File: src/rtl/dest_reg_scoreboard.sv
// Destination-register scoreboard: per-register in-flight write counters that
// drive decode-stage hazard stalls. Register 0 is never tracked.
module dest_reg_scoreboard #(
  parameter int NUM_REGS = 32,
  parameter int REG_W    = 5,
  parameter int CNT_W    = 2
) (
  input  logic             Clk,
  input  logic             Reset,
  input  logic             IssueValid,
  input  logic [REG_W-1:0] IssueReg,
  input  logic             RetireValid,
  input  logic [REG_W-1:0] RetireReg,
  input  logic [REG_W-1:0] SrcA,
  input  logic [REG_W-1:0] SrcB,
  input  logic             SrcAUsed,
  input  logic             SrcBUsed,
  output logic             BusyA,
  output logic             BusyB,
  output logic             Stall,
  output logic             IssueFull,
  output logic [6:0]       TotalPending,
  output logic             OverflowErr,
  output logic             UnderflowErr
);

  localparam logic [CNT_W-1:0] CNT_MAX = '1;
  localparam logic [CNT_W-1:0] CNT_ONE = CNT_W'(1);
  localparam logic [CNT_W-1:0] CNT_ZERO = '0;

  logic [CNT_W-1:0] cnt_q [NUM_REGS];
  logic [CNT_W-1:0] cnt_d [NUM_REGS];

  logic issue_req, retire_req, same_reg;
  logic issue_acc, retire_acc;
  logic overflow_evt, underflow_evt;

  always_comb begin
    issue_req  = IssueValid  && (IssueReg  != '0);
    retire_req = RetireValid && (RetireReg != '0);
    same_reg   = retire_req && (RetireReg == IssueReg);

    // A same-cycle retire frees the slot, so an issue at max is still taken.
    issue_acc  = issue_req && ((cnt_q[IssueReg] != CNT_MAX) || same_reg);
    retire_acc = retire_req && (cnt_q[RetireReg] != CNT_ZERO);

    overflow_evt  = issue_req  && !issue_acc;
    underflow_evt = retire_req && !retire_acc;

    cnt_d = cnt_q;
    // Modular add then subtract keeps the same-register case at net zero.
    if (issue_acc)
      cnt_d[IssueReg] = cnt_q[IssueReg] + CNT_ONE;
    if (retire_acc)
      cnt_d[RetireReg] = cnt_d[RetireReg] - CNT_ONE;
  end

  always_ff @(posedge Clk) begin
    if (Reset) begin
      for (int i = 0; i < NUM_REGS; i++)
        cnt_q[i] <= '0;
      TotalPending <= '0;
      OverflowErr  <= 1'b0;
      UnderflowErr <= 1'b0;
    end else begin
      cnt_q        <= cnt_d;
      TotalPending <= TotalPending + 7'(issue_acc) - 7'(retire_acc);
      if (overflow_evt)
        OverflowErr <= 1'b1;
      if (underflow_evt)
        UnderflowErr <= 1'b1;
    end
  end

  assign BusyA     = (SrcA != '0) && (cnt_q[SrcA] != CNT_ZERO);
  assign BusyB     = (SrcB != '0) && (cnt_q[SrcB] != CNT_ZERO);
  assign Stall     = (SrcAUsed && BusyA) || (SrcBUsed && BusyB);
  assign IssueFull = (cnt_q[IssueReg] == CNT_MAX);

endmodule

File: config.mk
export PLATFORM = sky130hd
export DESIGN_NAME = dest_reg_scoreboard
export DESIGN_NICKNAME = d
export VERILOG_FILES = /design/src/rtl/dest_reg_scoreboard.sv
export SDC_FILE = /design/constraint.sdc
export NUM_CORES = 1
export LEC_CHECK = 0
export CORE_MARGIN = 3
export CORE_UTILIZATION = 55
export CTS_BUF_LIST = sky130_fd_sc_hd__clkbuf_8
export CTS_CLUSTER_DIAMETER = 40
export DETAILED_ROUTE_END_ITERATION = 16
export PLACE_DENSITY = 0.75
export SLEW_MARGIN = 20
export SYNTH_ARGS = -nofsm -noshare
export SYNTH_HDL_FRONTEND = slang
export SYNTH_SLANG_ARGS = --single-unit
export TNS_END_PERCENT = 30
File: constraint.sdc
create_clock -name Clk -period 19.09 [get_ports Clk]
set_clock_uncertainty 0.1 [all_clocks]
set_input_delay 4.7725 -clock Clk [delete_from_list [all_inputs] [get_ports Clk]]
set_output_delay 4.7725 -clock Clk [all_outputs]
set_load 0.01 [all_outputs]
==> flow_metrics.tcl <==
set metrics [dict create \
    status "completed" \
    switching_power_uw 150 \
    path_max_fanout 33 \
    worst_setup_path_end_kind "output pin" \
    r2r_end "cnt_q[33]$_SDFF_PP0_" \
    start_util_pct 57.9 \
    crit_required_ps 14220 \
    grt_pass1_wl_um 39400 \
    combPwrFrac_pct 31.4 \
    crit_path_cell_trace "clkdlybuf4s50_1 > buf_4 > mux4_2 > a222oi_1 > o21a_1 > inv_2 > ha_1 > clkdlybuf4s50_1" \
    htree_levels 3 \
    ys_ff_latch 73 \
    p_clk_share_pct 29.7 \
    yosys-top-cells-area "dfxtp_1, mux4_2, nor2_1" \
    switching_share_pct 35.8 \
    async_flop_share_pct 0 \
    final_nets 843 \
    design.die.area_um2 13100 \
    dieHeight_um 114 \
    dp_hpwl_um 18000 \
    synthCells 813 \
    timing.slew.headroom_pct 34.6 \
    timing.rr.start "cnt_q[50]$_SDFF_PP0_" \
    r2r_setup_slack_ps 12390 \
    path_clk_slew_ps 70 \
    synth-main-ff-cell "dfxtp_1" \
    antenna_found_initial 0 \
    critPathKind "primary input to output pin" \
    synth.most_common_cell "nor2_1" \
    seq_power_share_pct 38.9 \
    syn-cell-area_um2 6470 \
    period_share_pct 70.3 \
    tightest_slew_ps 974 \
    fillCellCount 994 \
    drive_gt1_share_pct 14.3 \
    vdd_drop_max_mv 0.0702 \
    drc 0 \
    ctsRootBufferMaster "clkbuf_8" \
    ctsHoldBuffers 0 \
    reg2reg_depth 14 \
    yosysTopAreaCell "dfxtp_1" \
    synth_edf_count 0 \
    max_stage_delay_ps 610 \
    synth_commonest_cells "nor2_1, dfxtp_1, nor3_1" \
    io_buffers 38 \
    cap_violations 0 \
    dr.first_iter.drc_count 1168 \
    post-route-util_pct 63.1 \
    first_pass_iters 6 \
    cts_buffers 9 \
    wl_per_cell_um 27.0 \
    start_kind "primary input" \
    setup_viol 0 \
    grt_max_degree 69 \
    cts_setup_buffers 0 \
    tns_ps 0 \
    p_int_uw 269 \
    gp_congestion 1.06 \
    syn_area_per_cell_um2 7.96 \
    ant_nets 0 \
    synth_fp_nets 848 \
    fin_crit_ps 13410 \
    syn_to_final_growth_pct 9.07 \
    tritoncts "yes" \
    cp.arrival_ps 8540 \
    grt_overflow_total 0 \
    leakage_nw 2.27 \
    cts_resized 0 \
    synth_top_cell_area_share_pct 22.6 \
    multi_input_area_um2 4660 \
    vias 7096 \
    power.density_nw_per_um2 59.5 \
    ys_seq_area_share_pct 22.6 \
    hold_ws_ps 372 \
    worstSkewPairLatency_ps 400 \
    clockBufferDepth 2 \
    ys_types 70 \
    die_w_um 114 \
    cts_sinks 73 \
    gr-usage-all-layers_pct 39.9 \
    report.final.slew_viol_count 0 \
    crit_start "IssueReg[0]" \
    fmax_mhz 74.5 \
    fin_cells 953 \
    rsz0062_at_grt "no" \
    regArea_um2 1460 \
    timing_hold_violations_final 0 \
    io_pins 39 \
    synth-warning-count 0 \
    totalWireLength_um 25700 \
    first_global_vias 6790 \
    n_antenna_cell 0 \
    viasPerCell 7.45 \
    crit_top_cell "clkdlybuf4s50_1" \
    dp_cells 937 \
    core_um2 11200 \
    num_rows 38 \
    cpMaxStageDelayCell "a222oi_1" \
    cp-endpoint "IssueFull" \
    hold_path.class "flop to flop" \
]
## worst max-delay path: cells and delay by family
kind | cells | cell delay [ps]
AO/OA/AOI/OAI | 2 | 1160
adder cells (fa/ha/maj) | 1 | 370
buffers and inverters | 4 | 1670
multiplexers | 1 | 560
## kinds of logic after synthesis
| kind of cell | after synthesis | share of synthesized area, % |
|---|---|---|
| multiplexers | 81 | 20.1 |
| adder cells (fa/ha/maj) | 9 | 1.86 |
| XOR/XNOR | 12 | 1.74 |
| flip-flops | 73 | 22.6 |
| buffers and inverters | 85 | 5.67 |
| AND/OR/NAND/NOR | 348 | 25.3 |
| AO/OA/AOI/OAI | 205 | 22.8 |
## cell type report
| cell class | count | area share (%) |
|---|---|---|
| Multi-Input combinational cell | 655 | 66.1 |
| Sequential cell | 73 | 20.7 |
| Timing Repair Buffer | 53 | 7.20 |
| Tap cell | 140 | 2.48 |
| Clock buffer | 9 | 1.76 |
| Clock inverter | 7 | 0.905 |
| Inverter | 16 | 0.851 |
## per-stage QoR
stage,setup slack (ps),total power [mW],instance area [µm²]
final,5680,0.420,7050
after detailed placement,5790,0.295,6870
after CTS,5770,0.418,7050
after floorplan,7380,0.252,6470
after global routing,5500,0.436,7050
after global placement,5880,0.288,6840
## routing by layer
metal	part of all wire [%]	global-route usage (%)	up-vias
met3	14	11.8	146
li1	-	-	3048
met4	6.8	23.7	0
met2	42	57.4	555
met1	38	52.8	3347
met5	0	0	-
## power by group through the flow
| stage | registers [mW] | logic, mW | clock network [mW] |
|---|---|---|---|
| after detailed placement | 0.167 | 0.128 | 0 |
| after global routing | 0.164 | 0.141 | 0.131 |
| after CTS | 0.163 | 0.129 | 0.126 |
| final | 0.163 | 0.132 | 0.124 |
| after floorplan | 0.168 | 0.0840 | 0 |
| after global placement | 0.166 | 0.122 | 0 |
## worst min path at each step
stage	start	to	slack, ps	cells after the start
2_1_floorplan	cnt_q[63]$_SDFF_PP0_	cnt_q[63]$_SDFF_PP0_	370	1
3_3_place_gp	OverflowErr$_SDFFE_PP0P_	OverflowErr$_SDFFE_PP0P_	360	2
3_5_place_dp	UnderflowErr$_SDFFE_PP0P_	UnderflowErr$_SDFFE_PP0P_	370	2
4_1_cts	UnderflowErr$_SDFFE_PP0P_	UnderflowErr$_SDFFE_PP0P_	380	2
5_1_grt	UnderflowErr$_SDFFE_PP0P_	UnderflowErr$_SDFFE_PP0P_	410	2
6_report	UnderflowErr$_SDFFE_PP0P_	UnderflowErr$_SDFFE_PP0P_	370	2
## layout by cell type, fill, tap and decap left out, types with 14 or more instances in the layout
cell / netlist / layout
o211ai_1: 18 / 18
clkdlybuf4s50_1: 0 / 37
buf_4: 5 / 14
nor2_1: 136 / 136
a21oi_1: 32 / 32
mux2_2: 19 / 19
nand2_1: 49 / 49
o21ai_0: 46 / 46
a211oi_1: 15 / 15
nor3_1: 59 / 59
mux2i_1: 25 / 25
dfxtp_1: 73 / 73
mux4_2: 37 / 37
nand3_1: 42 / 42
inv_1: 15 / 17
## flip-flops by register name, summed over array words and instances (netlist names)
signal	cells
UnderflowErr	1
TotalPending	7
OverflowErr	1
cnt_q	64
Note: power is estimated with default switching activity, not from simulation.
